<file path="src/rtl/hazard_unit_if.sv">
// Pipeline hazard bus between the RV32I datapath and its hazard controller.
// Latency: none, plain wires.
// Backpressure: the controller drives stall/flush back into the datapath.
//
// Ports (slave side = hazard_unit):
//   in : Rs1D, Rs2D, Rs1E, Rs2E, RdE, RdM, RdW, RegWriteM, RegWriteW,
//        ResultSrcE, PCSrcE, MemReqM, DMemReady
//   out: StallF..StallW, FlushD..FlushW, ForwardAE, ForwardBE, MemErr,
//        LoadUseStalls
interface hazard_unit_if #(
    parameter int CNT_W = 32
);
    logic [4:0]       Rs1D;
    logic [4:0]       Rs2D;
    logic [4:0]       Rs1E;
    logic [4:0]       Rs2E;
    logic [4:0]       RdE;
    logic [4:0]       RdM;
    logic [4:0]       RdW;
    logic             RegWriteM;
    logic             RegWriteW;
    logic [1:0]       ResultSrcE;
    logic             PCSrcE;
    logic             MemReqM;
    logic             DMemReady;

    logic             StallF;
    logic             StallD;
    logic             StallE;
    logic             StallM;
    logic             StallW;
    logic             FlushD;
    logic             FlushE;
    logic             FlushM;
    logic             FlushW;
    logic [1:0]       ForwardAE;
    logic [1:0]       ForwardBE;
    logic             MemErr;
    logic [CNT_W-1:0] LoadUseStalls;

    modport slave (
        input  Rs1D, Rs2D, Rs1E, Rs2E, RdE, RdM, RdW,
        input  RegWriteM, RegWriteW, ResultSrcE, PCSrcE, MemReqM, DMemReady,
        output StallF, StallD, StallE, StallM, StallW,
        output FlushD, FlushE, FlushM, FlushW,
        output ForwardAE, ForwardBE, MemErr, LoadUseStalls
    );

    modport master (
        output Rs1D, Rs2D, Rs1E, Rs2E, RdE, RdM, RdW,
        output RegWriteM, RegWriteW, ResultSrcE, PCSrcE, MemReqM, DMemReady,
        input  StallF, StallD, StallE, StallM, StallW,
        input  FlushD, FlushE, FlushM, FlushW,
        input  ForwardAE, ForwardBE, MemErr, LoadUseStalls
    );
endinterface

</file>
<file path="src/rtl/hazard_unit.sv">
// Stall/flush/forward controller for the 5-stage RV32I pipeline, with post-reset purge and dmem wait/timeout FSM.
// Latency: all controls are combinational from current state + inputs; state updates on the next clk edge.
// Backpressure: a stalled data memory holds F..M and bubbles W; a timeout locks the pipe (all stalls) until reset.
//
// Ports: clk, reset (synchronous, active-high), hz (hazard_unit_if.slave: hazard inputs in, controls out).
module hazard_unit #(
    parameter int RESET_FLUSH_CYCLES = 4,
    parameter int MEM_TIMEOUT        = 16,
    parameter int CNT_W              = 32
) (
    input  logic          clk,
    input  logic          reset,
    hazard_unit_if.slave  hz
);
    localparam int PW = $clog2(RESET_FLUSH_CYCLES + 1);
    localparam int WW = $clog2(MEM_TIMEOUT + 1);

    typedef enum logic [1:0] {PURGE, RUN, MEM_WAIT, ERR} state_e;

    state_e           state_q, state_d;
    logic [PW-1:0]    purge_cnt_q, purge_cnt_d;
    logic [WW-1:0]    wait_cnt_q, wait_cnt_d;
    logic             mem_err_q, mem_err_d;
    logic [CNT_W-1:0] lu_cnt_q, lu_cnt_d;

    logic [1:0] fwd_a, fwd_b;
    logic       lw_stall;
    logic       mem_wait;
    logic       run_ctrl;
    logic       stall_f, stall_d, stall_e, stall_m, stall_w;
    logic       flush_d, flush_e, flush_m, flush_w;
    logic [1:0] fwd_a_o, fwd_b_o;

    // M-stage result is younger than W, so it wins when both match.
    always_comb begin
        fwd_a = 2'b00;
        if (hz.RegWriteM && hz.RdM != 5'd0 && hz.RdM == hz.Rs1E)      fwd_a = 2'b10;
        else if (hz.RegWriteW && hz.RdW != 5'd0 && hz.RdW == hz.Rs1E) fwd_a = 2'b01;
        fwd_b = 2'b00;
        if (hz.RegWriteM && hz.RdM != 5'd0 && hz.RdM == hz.Rs2E)      fwd_b = 2'b10;
        else if (hz.RegWriteW && hz.RdW != 5'd0 && hz.RdW == hz.Rs2E) fwd_b = 2'b01;
    end

    assign lw_stall = (hz.ResultSrcE == 2'b01) && (hz.RdE != 5'd0) &&
                      ((hz.RdE == hz.Rs1D) || (hz.RdE == hz.Rs2D));
    assign mem_wait = hz.MemReqM && !hz.DMemReady;

    always_comb begin
        state_d     = state_q;
        purge_cnt_d = purge_cnt_q;
        wait_cnt_d  = wait_cnt_q;
        mem_err_d   = mem_err_q;
        lu_cnt_d    = lu_cnt_q;
        run_ctrl    = 1'b0;
        stall_f = 1'b0; stall_d = 1'b0; stall_e = 1'b0; stall_m = 1'b0; stall_w = 1'b0;
        flush_d = 1'b0; flush_e = 1'b0; flush_m = 1'b0; flush_w = 1'b0;
        fwd_a_o = 2'b00;
        fwd_b_o = 2'b00;

        case (state_q)
            PURGE: begin
                stall_f = 1'b1;
                flush_d = 1'b1; flush_e = 1'b1; flush_m = 1'b1; flush_w = 1'b1;
                purge_cnt_d = purge_cnt_q - PW'(1);
                if (purge_cnt_q == PW'(1)) state_d = RUN;
            end
            RUN: begin
                fwd_a_o = fwd_a;
                fwd_b_o = fwd_b;
                if (mem_wait) begin
                    stall_f = 1'b1; stall_d = 1'b1; stall_e = 1'b1; stall_m = 1'b1;
                    flush_w = 1'b1;
                    state_d    = MEM_WAIT;
                    wait_cnt_d = WW'(1);
                end else begin
                    run_ctrl = 1'b1;
                end
            end
            MEM_WAIT: begin
                fwd_a_o = fwd_a;
                fwd_b_o = fwd_b;
                if (!hz.DMemReady) begin
                    stall_f = 1'b1; stall_d = 1'b1; stall_e = 1'b1; stall_m = 1'b1;
                    flush_w = 1'b1;
                    // Counter already holds the initial RUN-cycle miss, so
                    // the MEM_TIMEOUT-th consecutive miss trips the lock.
                    wait_cnt_d = wait_cnt_q + WW'(1);
                    if (wait_cnt_d == WW'(MEM_TIMEOUT)) begin
                        state_d   = ERR;
                        mem_err_d = 1'b1;
                    end
                end else begin
                    run_ctrl   = 1'b1;
                    state_d    = RUN;
                    wait_cnt_d = '0;
                end
            end
            ERR: begin
                stall_f = 1'b1; stall_d = 1'b1; stall_e = 1'b1; stall_m = 1'b1; stall_w = 1'b1;
            end
            default: state_d = PURGE;
        endcase

        // Branch redirect and load-use are exclusive in E; a redirect
        // discards the stage anyway, so it takes precedence.
        if (run_ctrl) begin
            if (hz.PCSrcE) begin
                flush_d = 1'b1;
                flush_e = 1'b1;
            end else if (lw_stall) begin
                stall_f  = 1'b1;
                stall_d  = 1'b1;
                flush_e  = 1'b1;
                lu_cnt_d = lu_cnt_q + CNT_W'(1);
            end
        end
    end

    always_ff @(posedge clk) begin
        if (reset) begin
            state_q     <= PURGE;
            purge_cnt_q <= PW'(RESET_FLUSH_CYCLES);
            wait_cnt_q  <= '0;
            mem_err_q   <= 1'b0;
            lu_cnt_q    <= '0;
        end else begin
            state_q     <= state_d;
            purge_cnt_q <= purge_cnt_d;
            wait_cnt_q  <= wait_cnt_d;
            mem_err_q   <= mem_err_d;
            lu_cnt_q    <= lu_cnt_d;
        end
    end

    assign hz.StallF        = stall_f;
    assign hz.StallD        = stall_d;
    assign hz.StallE        = stall_e;
    assign hz.StallM        = stall_m;
    assign hz.StallW        = stall_w;
    assign hz.FlushD        = flush_d;
    assign hz.FlushE        = flush_e;
    assign hz.FlushM        = flush_m;
    assign hz.FlushW        = flush_w;
    assign hz.ForwardAE     = fwd_a_o;
    assign hz.ForwardBE     = fwd_b_o;
    assign hz.MemErr        = mem_err_q;
    assign hz.LoadUseStalls = lu_cnt_q;
endmodule
</file>
<file path="src/flat_wrapper.sv">
// flat-port wrapper written by rule: the top's interface ports become plain ports
module hazard_unit_flat 
#(
    parameter int RESET_FLUSH_CYCLES = 4,
    parameter int MEM_TIMEOUT        = 16,
    parameter int CNT_W              = 32
)
  (clk, reset, hz_Rs1D, hz_Rs2D, hz_Rs1E, hz_Rs2E, hz_RdE, hz_RdM, hz_RdW, hz_RegWriteM, hz_RegWriteW, hz_ResultSrcE, hz_PCSrcE, hz_MemReqM, hz_DMemReady, hz_StallF, hz_StallD, hz_StallE, hz_StallM, hz_StallW, hz_FlushD, hz_FlushE, hz_FlushM, hz_FlushW, hz_ForwardAE, hz_ForwardBE, hz_MemErr, hz_LoadUseStalls);
  hazard_unit_if #(.CNT_W(CNT_W)) hz_i ();
  input  logic clk;
  input  logic reset;
  input wire logic [$bits(hz_i.Rs1D)-1:0] hz_Rs1D;
  input wire logic [$bits(hz_i.Rs2D)-1:0] hz_Rs2D;
  input wire logic [$bits(hz_i.Rs1E)-1:0] hz_Rs1E;
  input wire logic [$bits(hz_i.Rs2E)-1:0] hz_Rs2E;
  input wire logic [$bits(hz_i.RdE)-1:0] hz_RdE;
  input wire logic [$bits(hz_i.RdM)-1:0] hz_RdM;
  input wire logic [$bits(hz_i.RdW)-1:0] hz_RdW;
  input wire logic [$bits(hz_i.RegWriteM)-1:0] hz_RegWriteM;
  input wire logic [$bits(hz_i.RegWriteW)-1:0] hz_RegWriteW;
  input wire logic [$bits(hz_i.ResultSrcE)-1:0] hz_ResultSrcE;
  input wire logic [$bits(hz_i.PCSrcE)-1:0] hz_PCSrcE;
  input wire logic [$bits(hz_i.MemReqM)-1:0] hz_MemReqM;
  input wire logic [$bits(hz_i.DMemReady)-1:0] hz_DMemReady;
  output wire logic [$bits(hz_i.StallF)-1:0] hz_StallF;
  output wire logic [$bits(hz_i.StallD)-1:0] hz_StallD;
  output wire logic [$bits(hz_i.StallE)-1:0] hz_StallE;
  output wire logic [$bits(hz_i.StallM)-1:0] hz_StallM;
  output wire logic [$bits(hz_i.StallW)-1:0] hz_StallW;
  output wire logic [$bits(hz_i.FlushD)-1:0] hz_FlushD;
  output wire logic [$bits(hz_i.FlushE)-1:0] hz_FlushE;
  output wire logic [$bits(hz_i.FlushM)-1:0] hz_FlushM;
  output wire logic [$bits(hz_i.FlushW)-1:0] hz_FlushW;
  output wire logic [$bits(hz_i.ForwardAE)-1:0] hz_ForwardAE;
  output wire logic [$bits(hz_i.ForwardBE)-1:0] hz_ForwardBE;
  output wire logic [$bits(hz_i.MemErr)-1:0] hz_MemErr;
  output wire logic [$bits(hz_i.LoadUseStalls)-1:0] hz_LoadUseStalls;
  assign hz_i.Rs1D = hz_Rs1D;
  assign hz_i.Rs2D = hz_Rs2D;
  assign hz_i.Rs1E = hz_Rs1E;
  assign hz_i.Rs2E = hz_Rs2E;
  assign hz_i.RdE = hz_RdE;
  assign hz_i.RdM = hz_RdM;
  assign hz_i.RdW = hz_RdW;
  assign hz_i.RegWriteM = hz_RegWriteM;
  assign hz_i.RegWriteW = hz_RegWriteW;
  assign hz_i.ResultSrcE = hz_ResultSrcE;
  assign hz_i.PCSrcE = hz_PCSrcE;
  assign hz_i.MemReqM = hz_MemReqM;
  assign hz_i.DMemReady = hz_DMemReady;
  assign hz_StallF = hz_i.StallF;
  assign hz_StallD = hz_i.StallD;
  assign hz_StallE = hz_i.StallE;
  assign hz_StallM = hz_i.StallM;
  assign hz_StallW = hz_i.StallW;
  assign hz_FlushD = hz_i.FlushD;
  assign hz_FlushE = hz_i.FlushE;
  assign hz_FlushM = hz_i.FlushM;
  assign hz_FlushW = hz_i.FlushW;
  assign hz_ForwardAE = hz_i.ForwardAE;
  assign hz_ForwardBE = hz_i.ForwardBE;
  assign hz_MemErr = hz_i.MemErr;
  assign hz_LoadUseStalls = hz_i.LoadUseStalls;
  hazard_unit #(.RESET_FLUSH_CYCLES(RESET_FLUSH_CYCLES), .MEM_TIMEOUT(MEM_TIMEOUT), .CNT_W(CNT_W)) u_core (.clk(clk), .reset(reset), .hz(hz_i));
endmodule
</file>
<file path="config.mk">
export PLATFORM = sky130hd
export DESIGN_NAME = hazard_unit_flat
export DESIGN_NICKNAME = d
export VERILOG_FILES = /design/src/rtl/hazard_unit_if.sv /design/src/rtl/hazard_unit.sv /design/src/flat_wrapper.sv
export SDC_FILE = /design/constraint.sdc
export NUM_CORES = 1
export LEC_CHECK = 0
export CAP_MARGIN = 25
export CORE_UTILIZATION = 40
export DETAILED_ROUTE_END_ITERATION = 8
export MAX_ROUTING_LAYER = met4
export PLACE_DENSITY = 0.72
export SYNTH_ARGS = -nofsm -noshare
export SYNTH_HDL_FRONTEND = slang
export SYNTH_SLANG_ARGS = --single-unit
</file>
<file path="constraint.sdc">
create_clock -name clk -period 2.56 [get_ports clk]
set_clock_uncertainty 0.05 [all_clocks]
set_input_delay 0.256 -clock clk [delete_from_list [all_inputs] [get_ports clk]]
set_output_delay 0.256 -clock clk [all_outputs]
set_load 0.02 [all_outputs]
</file>
* After elaboration in Yosys (flattened, before gate mapping)
Cells that the tools add are included.
Word-level totals: register bits 43, ROM bits 0, word-level logic and storage cells 83, bits of input ports 44, memories kept 0, memory bits (writable) 0, bits in latches 0
Cells by class: bitwise gates (word level) 2, multiplexer cells 35, $add $sub $neg 3, equality and inequality tests 15, divide/modulo/power cells 0, $lt $le $gt $ge 0, multipliers 0, reductions and logical operators 23, shifts and indexed selects 0
Operators with widths (number):
- 32-bit by 1-bit adder with 32-bit output, second input constant | 1
- 5-bit equality test | 6
- 1-bit two-way mux | 19
- 2-bit two-way mux | 8
- 5-bit nonzero test | 3
- 5-bit two-way mux | 2
- 5-bit one-hot mux with 2 select lines | 1
- 1-bit logical AND | 9
- 1-bit one-hot mux with 3 select lines | 3
- 2-bit one-hot mux with 3 select lines | 1
- 3-bit AND reduction | 2
- 5-bit by 1-bit adder with 5-bit output, second input constant | 1
- 5-bit equality test, second input constant | 1
- 2-bit by 1-bit equality test with 1-bit output, second input constant | 2
- 2-bit equality test, second input constant | 2
- 2-bit by 1-bit != test with 1-bit output, second input constant | 2
- 4-bit AND reduction | 1
- 2-bit OR reduction | 2
- 3-bit by 1-bit equality test with 1-bit output, second input constant | 1
- 3-bit by 2-bit != test with 1-bit output, second input constant | 1
- 3-bit nonzero test | 1
- 3-bit by 1-bit subtractor with 3-bit output, second input constant | 1
- 2-bit zero test | 1
- 1-bit inverter | 2
- 5 further kinds | 5

* Depth between registers and ports, before layout
Gate-level depths: netlist (run 1).
depth after elaboration 7, depth in mapped cells 8, gate-level depth less buffers 7

* Least setup slack after synthesis (run 1)
OpenSTA, ideal clock, no wires.
path kind reg2out, start point register u_core.state_q[0], end point output hz_ForwardAE[0], data required time 2.254 ns, path slack 0.191 ns, buffers on the path 0, arrival 2.063 ns, stages on the path, launching flop included 6, cells stage by stage dfxtp_1 > inv_1 > ha_1 > o211ai_1 > or4_1 > nor4_1
On the way: word-level cells in the longest chain between the ends 3, elaborated cells on any way between the ends 4
Ends and longest elaborated chain:
- start: declaration | RTL line hazard_unit.sv:20 | state_e state_q, state_d;
- start signal: assignment | RTL line hazard_unit.sv:127 | state_q <= state_d;
- 2-bit by 1-bit equality test with 1-bit output / 2-bit equality test (equally long branches) | RTL line hazard_unit.sv:60 | case (state_q)
- 2-bit OR reduction (no source line) (*)
- 2-bit two-way mux (*) | RTL line hazard_unit.sv:60
- end: declaration | RTL line flat_wrapper.sv:34 | output wire logic [$bits(hz_i.ForwardAE)-1:0] hz_ForwardAE;
Every way passes the cells marked *; elsewhere a longest branch is shown, timed or not.

* Worst setup path after layout (run 1)
start point input hz_RdE[0], end point output hz_FlushE
On the way: word-level cells in the longest chain between the ends 6, elaborated cells on any way between the ends 9
Ends and longest elaborated chain:
- start: declaration | RTL line flat_wrapper.sv:16 | input wire logic [$bits(hz_i.RdE)-1:0] hz_RdE;
- 5-bit equality test / 5-bit nonzero test (equally long branches) | RTL line hazard_unit.sv:45, hazard_unit.sv:44
- 1-bit logical OR / 1-bit logical AND (equally long branches) | RTL line hazard_unit.sv:45, hazard_unit.sv:44
- 1-bit logical AND (*) | RTL line hazard_unit.sv:44 | assign lw_stall = (hz.ResultSrcE == 2'b01) && (hz.RdE != 5'd0) &&
- 1-bit two-way mux (*) | RTL line hazard_unit.sv:110 | end else if (lw_stall) begin
- 1-bit two-way mux (*) | RTL line hazard_unit.sv:107 | if (hz.PCSrcE) begin
- 1-bit two-way mux (*) | RTL line hazard_unit.sv:106 | if (run_ctrl) begin
- end: declaration | RTL line flat_wrapper.sv:31 | output wire logic [$bits(hz_i.FlushE)-1:0] hz_FlushE;
Marks and branches as above.

==> reports/results.txt, run 1 <==
status - finished, final reports clean
Setup crit end kind - primary output
# rows - 29
largest net degree at the start of global routing - 32
syn_area_per_cell - 7.84 µm²
setup_tns - 0 ns
Worst-path clk slew - 0.07 ns
CP Data Arrival Time - 2.08 ns
Layout Nets - 496
gr usage total - 21.4%
worst skew pair latency - 0.29 ns
number of diodes - 0
Detail Route Antenna Nets - 0
Die Ht - 82.7 µm
CP max FO - 3
area of the mapped netlist - 0.00260 mm²
TritonCTS Buffers - 5
hold crit path type - register to register
Die Area - 0.00684 mm²
# port buffers - 89
Final Instance Area - 0.00388 mm²
drt total wl - 6890 µm
final period utilization - 93.3%
EDFF count, synth - 0
Synth warnings - 0
Crit path required time - 2.25 ns
Max Clock Freq - 418 MHz
Max Slew Vio Count - 0
DP Wirelength - 5360 µm
Chip Width - 82.7 µm
met3 WL - 395 µm
ys flop type - dfxtp_1
routed metal-1 wirelength - 2970 µm
Pwr per Cell Area - 485 mW/mm²
final setup vio count - 0
Post-synth ARST share - 0%
Leak - 1.40 nW
max-cap violation count - 0
IO Count - 90
Post-CTS Hold Buffers - 0
#FFs+latches synth - 43
placed cell areas - 0.00373 mm²
DRC violation count after routing - 0
drt wl/cell - 13.2 µm
multi-input logic area - 0.00166 mm²
fillcell total - 587
Worst Setup Path Type - primary input to primary output
cells after synthesis - 332
Hold WS - 0.440 ns
final setup margin - 0.170 ns
vias in the first global route - 2,609
reg2reg setup slack - 0.22 ns
sequential cell area - 861 µm²
synth unique cells - 40
final hold vios - 0
GRT overflow - 0
Placement Setup Slack - -0.192 ns
routed vias - 2,830
Synthesized Nets - 385
Pwr Total - 1.88 mW
initial core utilization - 41.2%
Seq/Total Area, Yosys - 33.1%
Worst slew margin - 55.1%
drt first pass iters - 4
met2 wire length - 3510 µm
GP Congestion - 0.796
CTS tree - yes
clock sinks - 43
H-tree level count - 2
RSZ-0062 raised after global routing - false
DRT iter0 DRCs - 64
share of cells above drive strength 1 - 10.4%
Tmin final - 2.39 ns
antenna violations before repair - 0
Max clock buf depth - 2
Layout area overhead - 49.1%
first-pass GRT wire length - 11,000 µm
clock root buffer - clkbuf_8
Slew @ Worst Pin - 0.672 ns
Max VDD drop - 392 µV
core area - 0.00631 mm²
Vias/cell - 5.43
Startpoint Class - primary input
Top Metal Used - met4
state kept, by name, summed over array words and instances (netlist names):
register / flops
u_core.state_q: 2
u_core.purge_cnt_q: 3
u_core.hz.LoadUseStalls: 32
u_core.hz.MemErr: 1
u_core.wait_cnt_q: 5
synth_stat cells, types with 2 or more instances:
cell      count  area share [%]
nand4_1       8             1.9
nor2_1       18             2.6
nor2b_1       4            0.96
or3_1        28             6.7
or2_2         2            0.48
and2_1        5             1.2
dfxtp_1      43              33
xnor2_1      22             7.4
nand2_1      24             3.5
or4_1         6             1.7
ha_1          9             4.3
a21oi_1      35             6.7
nor4_1        3            0.72
clkbuf_1      9             1.3
xor2_1       13             4.4
and3_1        3            0.72
o21ai_0      33             6.3
nand2b_1      3            0.72
inv_1        14             2.0
mux2_2        3             1.3
o211ai_1      2            0.58
nor3_1        6             1.2
nand3_1      22             4.2
what timing repair did:
action	CTS	global route
pin swaps	0	2
resized for setup	5	14
setup buffers	0	3
endpoints found under the setup margin	5	15
report_power, final:
group / switching [mW] / total [mW] / internal [mW]
clock network: 0.226 / 0.616 / 0.390
registers: 0.0236 / 0.725 / 0.701
logic: 0.274 / 0.540 / 0.266
total: 0.524 / 1.88 / 1.36
path summary, 6_finish.rpt:
path / start / endpoint / cells past startpoint
worst min-delay path: u_core.wait_cnt_q[1]$_SDFFE_PP0P_ / u_core.wait_cnt_q[1]$_SDFFE_PP0P_ / 2
worst max-delay path: hz_RdE[0] / hz_FlushE / 6
worst min register to register: u_core.wait_cnt_q[1]$_SDFFE_PP0P_ / u_core.wait_cnt_q[1]$_SDFFE_PP0P_ / 2
worst max register to register: u_core.state_q[0]$_SDFFE_PP0P_ / u_core.hz.LoadUseStalls[20]$_SDFFE_PP0P_ / 9
metrics by stage:
step                      util, %  cells
after global routing         61.5    521
after global placement       59.0    510
after detailed placement     59.0    510
final                        61.5    521
after floorplan                 -    332
after CTS                    61.0    518
cells by family after synthesis:
group                    Yosys count  share of synthesized area [%]
AO/OA/AOI/OAI                     79                           16.5
XOR/XNOR                          35                           11.8
flip-flops                        43                           33.1
AND/OR/NAND/NOR                  138                           29.1
buffers and inverters             24                           3.60
adder cells (fa/ha/maj)            9                           4.32
multiplexers                       4                           1.68
routing by layer:
| layer | track usage, % | vias up |
|---|---|---|
| met2 | 39.3 | 90 |
| met5 | - | - |
| li1 | - | 1410 |
| met1 | 23.8 | 1326 |
| met4 | 3.79 | 0 |
| met3 | 4.51 | 4 |
final cells by class:
cell class	count	share of cell area (%)
Multi-Input combinational cell	265	42.6
Timing Repair Buffer	114	27.9
Sequential cell	43	22.2
Tap cell	77	2.48
Clock buffer	6	1.87
Clock inverter	2	1.55
Inverter	14	1.35
worst max-delay path, cell delays in order:
cell	delay [ns]
clkdlybuf4s50_1	0.47
or4_1	0.53
o21ai_0	0.22
nor3b_2	0.09
a21o_1	0.19
dlygate4sd2_1	0.32
cells in the final DEF, fill, tap and decap left out, types with 14 or more instances in the layout:
| cell type | n |
|---|---|
| a21oi_1 | 35 |
| buf_4 | 24 |
| clkdlybuf4s50_1 | 80 |
| dfxtp_1 | 43 |
| inv_1 | 14 |
| nand2_1 | 24 |
| nand3_1 | 22 |
| nor2_1 | 18 |
| o21ai_0 | 32 |
| or3_1 | 28 |
| xnor2_1 | 22 |
(Power assumes the default switching activity.)
==> inputs of run 2 (changes only) <==
- ABC_CLOCK_PERIOD_IN_PS: not set -> 2500
- clock period: 2.56 -> 2.5 ns (I/O delays scaled with it)
==> run 2 against run 1 <==
  * Critical endpoint is now hz_ForwardAE[0]
  * Global-route usage is 0.33 points higher
  * Highest routed layer unchanged
  * Critical path depth stayed put
  * Design area is 1.2% lower
  * Sequential cell count stayed put
  * Power is 7.9% lower
  * Routed wire length is 1.9% lower
==> reports/results.txt, run 2 (same netlist as run 1, synthesis figures left out) <==
status - finished, final reports clean (unchanged)
core area - 0.00631 mm² (unchanged)
clock sinks - 43 (unchanged)
Clk pwr share - 25.3% (was 32.7%)
fillcell total - 609 (was 587)
clock root buffer - clkbuf_8 (unchanged)
CP Data Arrival Time - 2.09 ns (was 2.08 ns)
Die Ht - 82.7 µm (unchanged)
hold crit path type - register to register (unchanged)
Worst slew margin - 60.0% (was 55.1%)
TritonCTS Buffers - 5 (unchanged)
Die Area - 0.00684 mm² (unchanged)
Detail Route Antenna Nets - 0 (unchanged)
DP Wirelength - 5290 µm (was 5360 µm)
grt met3 use - 4.18% (was 4.51%)
GR Util met2 - 37.9% (was 39.3%)
final period utilization - 95.4%
Chip Width - 82.7 µm (unchanged)
Max Slew Vio Count - 0 (unchanged)
gr usage total - 21.7% (was 21.4%)
worst skew pair latency - 0.30 ns (was 0.29 ns)
Pwr Total - 1.73 mW (was 1.88 mW)
# port buffers - 89 (unchanged)
final core utilization - 60.7% (was 61.5%)
Comb pwr share - 31.8% (was 28.7%)
Sw Pwr - 0.547 mW (was 0.524 mW)
worst r2r path cells - 10 (was 9)
Leak - 1.35 nW (was 1.40 nW)
drt first pass iters - 4 (unchanged)
commonest non-fill, non-tap cell in the layout - clkdlybuf4s50_1 (unchanged)
Worst Setup Path Type - register to primary output (was primary input to primary output)
CP max FO - 3 (unchanged)
Layout area overhead - 47.2% (was 49.1%)
DRT iter0 DRCs - 81 (was 64)
CP Depth - 6 (unchanged)
Max clock buf depth - 2 (unchanged)
RSZ-0062 raised after global routing - false (unchanged)
IO Count - 90 (unchanged)
initial core utilization - 41.2% (unchanged)
Crit path required time - 2.20 ns (was 2.25 ns)
GRT met1 Usage - 25.4% (was 23.8%)
Critical Path Max Stage Delay - 0.54 ns (was 0.53 ns)
Vias/cell - 5.29 (was 5.43)
Hold Path Stages - 2 (unchanged)
largest net degree at the start of global routing - 34 (was 32)
multi-input logic area - 0.00166 mm² (about the same)
CTS tree - yes (unchanged)
max FFs per register - 32 (unchanged)
share of cells above drive strength 1 - 10.6% (was 10.4%)
drt total wl - 6770 µm (was 6890 µm)
Pwr per Cell Area - 452 mW/mm² (was 485 mW/mm²)
DRC violation count after routing - 0 (unchanged)
routed vias - 2,758 (was 2,830)
H-tree level count - 2 (unchanged)
slowest CP cell - or4_1 (unchanged)
Startpoint Class - register (was primary input)
Tmin final - 2.39 ns
antenna violations before repair - 0 (unchanged)
drt wl/cell - 13.0 µm (was 13.2 µm)
max-cap violation count - 0 (unchanged)
vias in the first global route - 2,621 (was 2,609)
GP Congestion - 0.804 (was 0.796)
Layout Nets - 496 (unchanged)
# rows - 29 (unchanged)
Switching Share - 31.6% (was 27.8%)
Placed Cells - 511 (was 510)
Post-Layout Cell Count - 521 (unchanged)
Hold WS - 0.437 ns (was 0.440 ns)
Crit path max-delay family - simple AND/OR/NAND/NOR gates (was buffers and inverters)
most frequent cells in the layout - 79 x clkdlybuf4s50_1, 43 x dfxtp_1, 35 x a21oi_1 (was 80 x clkdlybuf4s50_1, 43 x dfxtp_1, 35 x a21oi_1)
number of diodes - 0 (unchanged)
final setup vio count - 0 (unchanged)
Worst-path clk slew - 0.08 ns (was 0.07 ns)
Reg power frac - 42.9% (was 38.5%)
GRT overflow - 0 (unchanged)
sequential cell area - 861 µm² (unchanged)
Slew @ Worst Pin - 0.598 ns (was 0.672 ns)
first-pass GRT wire length - 11,200 µm (was 11,000 µm)
busiest grt layer - met2 (unchanged)
Max Clock Freq - 419 MHz
final hold vios - 0 (unchanged)
Setup crit end kind - primary output (unchanged)
Internal - 1.19 mW (was 1.36 mW)
Buf/Inv on CP - 2 (unchanged)
Max VDD drop - 283 µV (was 392 µV)
sequence of cells on the critical path - inv_1, ha_1, o211ai_1, or4_1, nor4_1, buf_2 (was clkdlybuf4s50_1, or4_1, o21ai_0, nor3b_2, a21o_1, dlygate4sd2_1)
-- run 2: worst paths after layout --
kind	start	endpoint	slack [ns]
max	u_core.state_q[0]$_SDFFE_PP0P_	hz_ForwardAE[0]	0.11
min	u_core.purge_cnt_q[1]$_SDFFE_PP0P_	u_core.purge_cnt_q[1]$_SDFFE_PP0P_	0.44
max reg2reg	u_core.state_q[0]$_SDFFE_PP0P_	u_core.hz.LoadUseStalls[19]$_SDFFE_PP0P_	0.25
min reg2reg	u_core.purge_cnt_q[1]$_SDFFE_PP0P_	u_core.purge_cnt_q[1]$_SDFFE_PP0P_	0.44
-- run 2: area by class of cell --
cell class | count | area share [%]
Tap cell | 77 | 2.51
Timing Repair Buffer | 114 | 28.1
Sequential cell | 43 | 22.5
Multi-Input combinational cell | 265 | 43.3
Inverter | 14 | 1.37
Clock buffer | 6 | 1.89
Clock inverter | 2 | 0.326
-- run 2: per-stage QoR --
| step | setup WS (ns) | TNS, ns | area (µm²) |
|---|---|---|---|
| finish | 0.114 | 0 | 3830 |
| floorplan | 0.137 | 0 | 2600 |
| global placement | -0.258 | -1.35 | 3730 |
| detailed placement | -0.336 | -2.49 | 3730 |
| CTS | 0.00559 | 0 | 3830 |
| global route | 0.0156 | 0 | 3830 |
-- run 2: power groups by stage --
| stage | Sequential, mW | Clock (mW) | Combinational, mW |
|---|---|---|---|
| floorplan | 0.756 | 0 | 0.310 |
| global placement | 0.755 | 0 | 0.554 |
| detailed placement | 0.758 | 0 | 0.566 |
| CTS | 0.743 | 0.448 | 0.558 |
| global route | 0.747 | 0.474 | 0.611 |
| finish | 0.743 | 0.438 | 0.551 |
-- run 2: worst min-delay path: cells and delay by family, from the launching register on --
kind | cells | cell delay [ns]
and+or+nand+nor | 1 | 0.08
DFF | 1 | 0.32
AOI/OAI and AO/OA | 1 | 0.05
-- run 2: metal layers --
metal	wire length [µm]	share of wire (%)
met1	2980	44
met5	0	0
met4	65	0.96
met2	3300	49
met3	423	6.3
-- run 2: what timing repair did --
action | 4_1_cts | 5_1_grt
resized for setup | 13 | 9
hold buffers | 0 | 0
pin swaps | 1 | 0
endpoints found under the setup margin | 10 | 10
setup buffers | 2 | 0
==> inputs of run 3 (changes only) <==
- PLACE_DENSITY: 0.72 -> not set
- PLACE_DENSITY_LB_ADDON: not set -> 0.2
==> run 3 against run 2 <==
  * Register-to-register slack worse by 0.05 ns
  * Sequential cell count did not move
  * Critical path depth did not move
  * Non-clock buffer count rose by 5
  * Combinational power grew 1%
  * Critical endpoint is now hz_FlushD
  * Largest cell class unchanged
  * Largest power group unchanged
==> reports/results.txt, run 3 (same netlist as run 1, synthesis figures left out) <==
Chip Width - 82.7 µm (unchanged)
hold crit path type - register to register (unchanged)
Sw Pwr - 0.552 mW (was 0.547 mW)
Die Ht - 82.7 µm (unchanged)
DP Wirelength - 5270 µm (was 5290 µm)
core area - 0.00631 mm² (unchanged)
largest net degree at the start of global routing - 24 (was 34)
Pwr Total - 1.74 mW (was 1.73 mW)
final setup vio count - 0 (unchanged)
Max Slew Vio Count - 0 (unchanged)
Crit path required time - 2.20 ns (about the same)
routed vias - 2,804 (was 2,758)
share of cells above drive strength 1 - 11.4% (was 10.6%)
status - finished, final reports clean (unchanged)
placed cell areas - 0.00377 mm² (was 0.00373 mm²)
# rows - 29 (unchanged)
max FFs per register - 32 (unchanged)
sequence of cells on the critical path - inv_1, buf_4, ha_1, a22o_1, a31o_2, clkdlybuf4s50_1 (was inv_1, ha_1, o211ai_1, or4_1, nor4_1, buf_2)
CP max FO - 5 (was 3)
TritonCTS Buffers - 5 (unchanged)
multi-input logic area - 0.00166 mm² (about the same)
Detail Route Antenna Nets - 0 (unchanged)
Final Instance Area - 0.00385 mm² (was 0.00383 mm²)
CP Data Arrival Time - 2.07 ns (was 2.09 ns)
initial core utilization - 41.2% (unchanged)
R2R Path Start - u_core.state_q[0]$_SDFFE_PP0P_ (unchanged)
GRT overflow - 0 (unchanged)
Layout Nets - 501 (was 496)
Layout area overhead - 47.9% (was 47.2%)
max-cap violation count - 0 (unchanged)
Internal - 1.19 mW (about the same)
Post-CTS Hold Buffers - 0 (unchanged)
vias in the first global route - 2,447 (was 2,621)
GR Util met2 - 33.1% (was 37.9%)
slowest CP cell - clkdlybuf4s50_1 (was or4_1)
Max VDD drop - 220 µV (was 283 µV)
Die Area - 0.00684 mm² (unchanged)
Comb pwr share - 31.9% (was 31.8%)
Max clock buf depth - 2 (unchanged)
Worst Setup Path Type - register to primary output (unchanged)
Critical Path Max Stage Delay - 0.54 ns (about the same)
IO Count - 90 (unchanged)
Tmin final - 2.37 ns (was 2.39 ns)
reg2reg setup slack - 0.20 ns (was 0.25 ns)
Reg power frac - 42.5% (was 42.9%)
worst r2r path cells - 9 (was 10)
busiest grt layer - met2 (unchanged)
Leak - 1.35 nW (about the same)
drt wl/cell - 12.7 µm (was 13.0 µm)
Clk pwr share - 25.5% (was 25.3%)
H-tree level count - 2 (unchanged)
antenna violations before repair - 0 (unchanged)
Worst-path clk slew - 0.09 ns (was 0.08 ns)
GRT met1 Usage - 26.1% (was 25.4%)
number of diodes - 0 (unchanged)
RSZ-0062 raised after global routing - false (unchanged)
CTS tree - yes (unchanged)
DRC violation count after routing - 0 (unchanged)
Vias/cell - 5.33 (was 5.29)
most frequent cells in the layout - 82 x clkdlybuf4s50_1, 43 x dfxtp_1, 35 x a21oi_1 (was 79 x clkdlybuf4s50_1, 43 x dfxtp_1, 35 x a21oi_1)
reg2reg end - u_core.hz.LoadUseStalls[20]$_SDFFE_PP0P_ (was u_core.hz.LoadUseStalls[19]$_SDFFE_PP0P_)
final hold vios - 0 (unchanged)
worst skew pair latency - 0.30 ns (about the same)
sequential cell area - 861 µm² (unchanged)
Slew @ Worst Pin - 0.456 ns (was 0.598 ns)
Worst slew margin - 69.5% (was 60.0%)
first-pass GRT wire length - 10,800 µm (was 11,200 µm)
final period utilization - 94.7% (was 95.4%)
fillcell total - 591 (was 609)
Startpoint Class - register (unchanged)
Pwr per Cell Area - 453 mW/mm² (was 452 mW/mm²)
grt met3 use - 5.05% (was 4.18%)
GP Congestion - 0.818 (was 0.804)
DRT iter0 DRCs - 87 (was 81)
commonest non-fill, non-tap cell in the layout - clkdlybuf4s50_1 (unchanged)
Switching Share - 31.7% (was 31.6%)
clock root buffer - clkbuf_8 (unchanged)
Crit. Startpoint - u_core.state_q[1]$_SDFFE_PP0P_ (was u_core.state_q[0]$_SDFFE_PP0P_)
HP Start - u_core.hz.LoadUseStalls[31]$_SDFFE_PP0P_ (was u_core.purge_cnt_q[1]$_SDFFE_PP0P_)
# port buffers - 89 (unchanged)
clock sinks - 43 (unchanged)
gr usage total - 20.9% (was 21.7%)
drt total wl - 6670 µm (was 6770 µm)
drt first pass iters - 4 (unchanged)
Max Clock Freq - 422 MHz (was 419 MHz)
CP endpoint - hz_FlushD (was hz_ForwardAE[0])
Setup crit end kind - primary output (unchanged)
## run 3: repair_timing
item | in CTS | in global routing
endpoints found under the setup margin | 7 | 4
buffers inserted | 0 | 0
gates resized for setup | 10 | 9
## run 3: power groups by stage
stage          Clock, mW  Sequential, mW  Combinational (mW)
6_report           0.445           0.742               0.557
5_1_grt            0.481           0.749               0.625
4_1_cts            0.454           0.741               0.561
3_5_place_dp           0           0.758               0.569
3_3_place_gp           0           0.755               0.557
2_1_floorplan          0           0.756               0.310
## run 3: layout make-up
type	instances	share of cell area (%)
clock inverters	2	0.325
clock buffers	6	1.88
multi-input cells	265	43.0
flip-flops and latches	43	22.4
inverters	14	1.36
repair buffers	119	28.6
well taps	77	2.50
## run 3: worst max-delay path, delay by kind of cell (launching register included)
family,cells,cell delay [ns]
flip-flops,1,0.33
adder cells (fa/ha/maj),1,0.22
AO/OA/AOI/OAI,2,0.48
buffers and inverters,3,0.74
## run 3: how the worst min path moves through the flow
| stage | endpoint | slack (ns) | cells past startpoint |
|---|---|---|---|
| finish | u_core.hz.LoadUseStalls[31]$_SDFFE_PP0P_ | 0.44 | 2 |
| global route | u_core.wait_cnt_q[1]$_SDFFE_PP0P_ | 0.48 | 2 |
| CTS | u_core.purge_cnt_q[1]$_SDFFE_PP0P_ | 0.44 | 2 |
| detailed placement | u_core.purge_cnt_q[1]$_SDFFE_PP0P_ | 0.43 | 2 |
| global placement | u_core.purge_cnt_q[1]$_SDFFE_PP0P_ | 0.42 | 2 |
| floorplan | u_core.purge_cnt_q[1]$_SDFFE_PP0P_ | 0.41 | 2 |
## run 3: layer usage
layer  vias up  wire length [µm]
li1       1420                 -
met4         0                96
met3        11               332
met5         -                 0
met2        91              3160
met1      1282              3080
## run 3: through the flow
stage / setup TNS [ns] / util (%) / hold slack [ns] / worst slack [ns] / cells
after floorplan: 0 / - / 0.406 / 0.137 / 332
after global placement: -0.933 / 59.8 / 0.416 / -0.305 / 518
after global routing: 0 / 61.0 / 0.480 / 0.00366 / 526
after CTS: 0 / 61.0 / 0.439 / 0.0115 / 526
final: 0 / 61.0 / 0.442 / 0.133 / 526
after detailed placement: -0.928 / 59.8 / 0.429 / -0.250 / 518
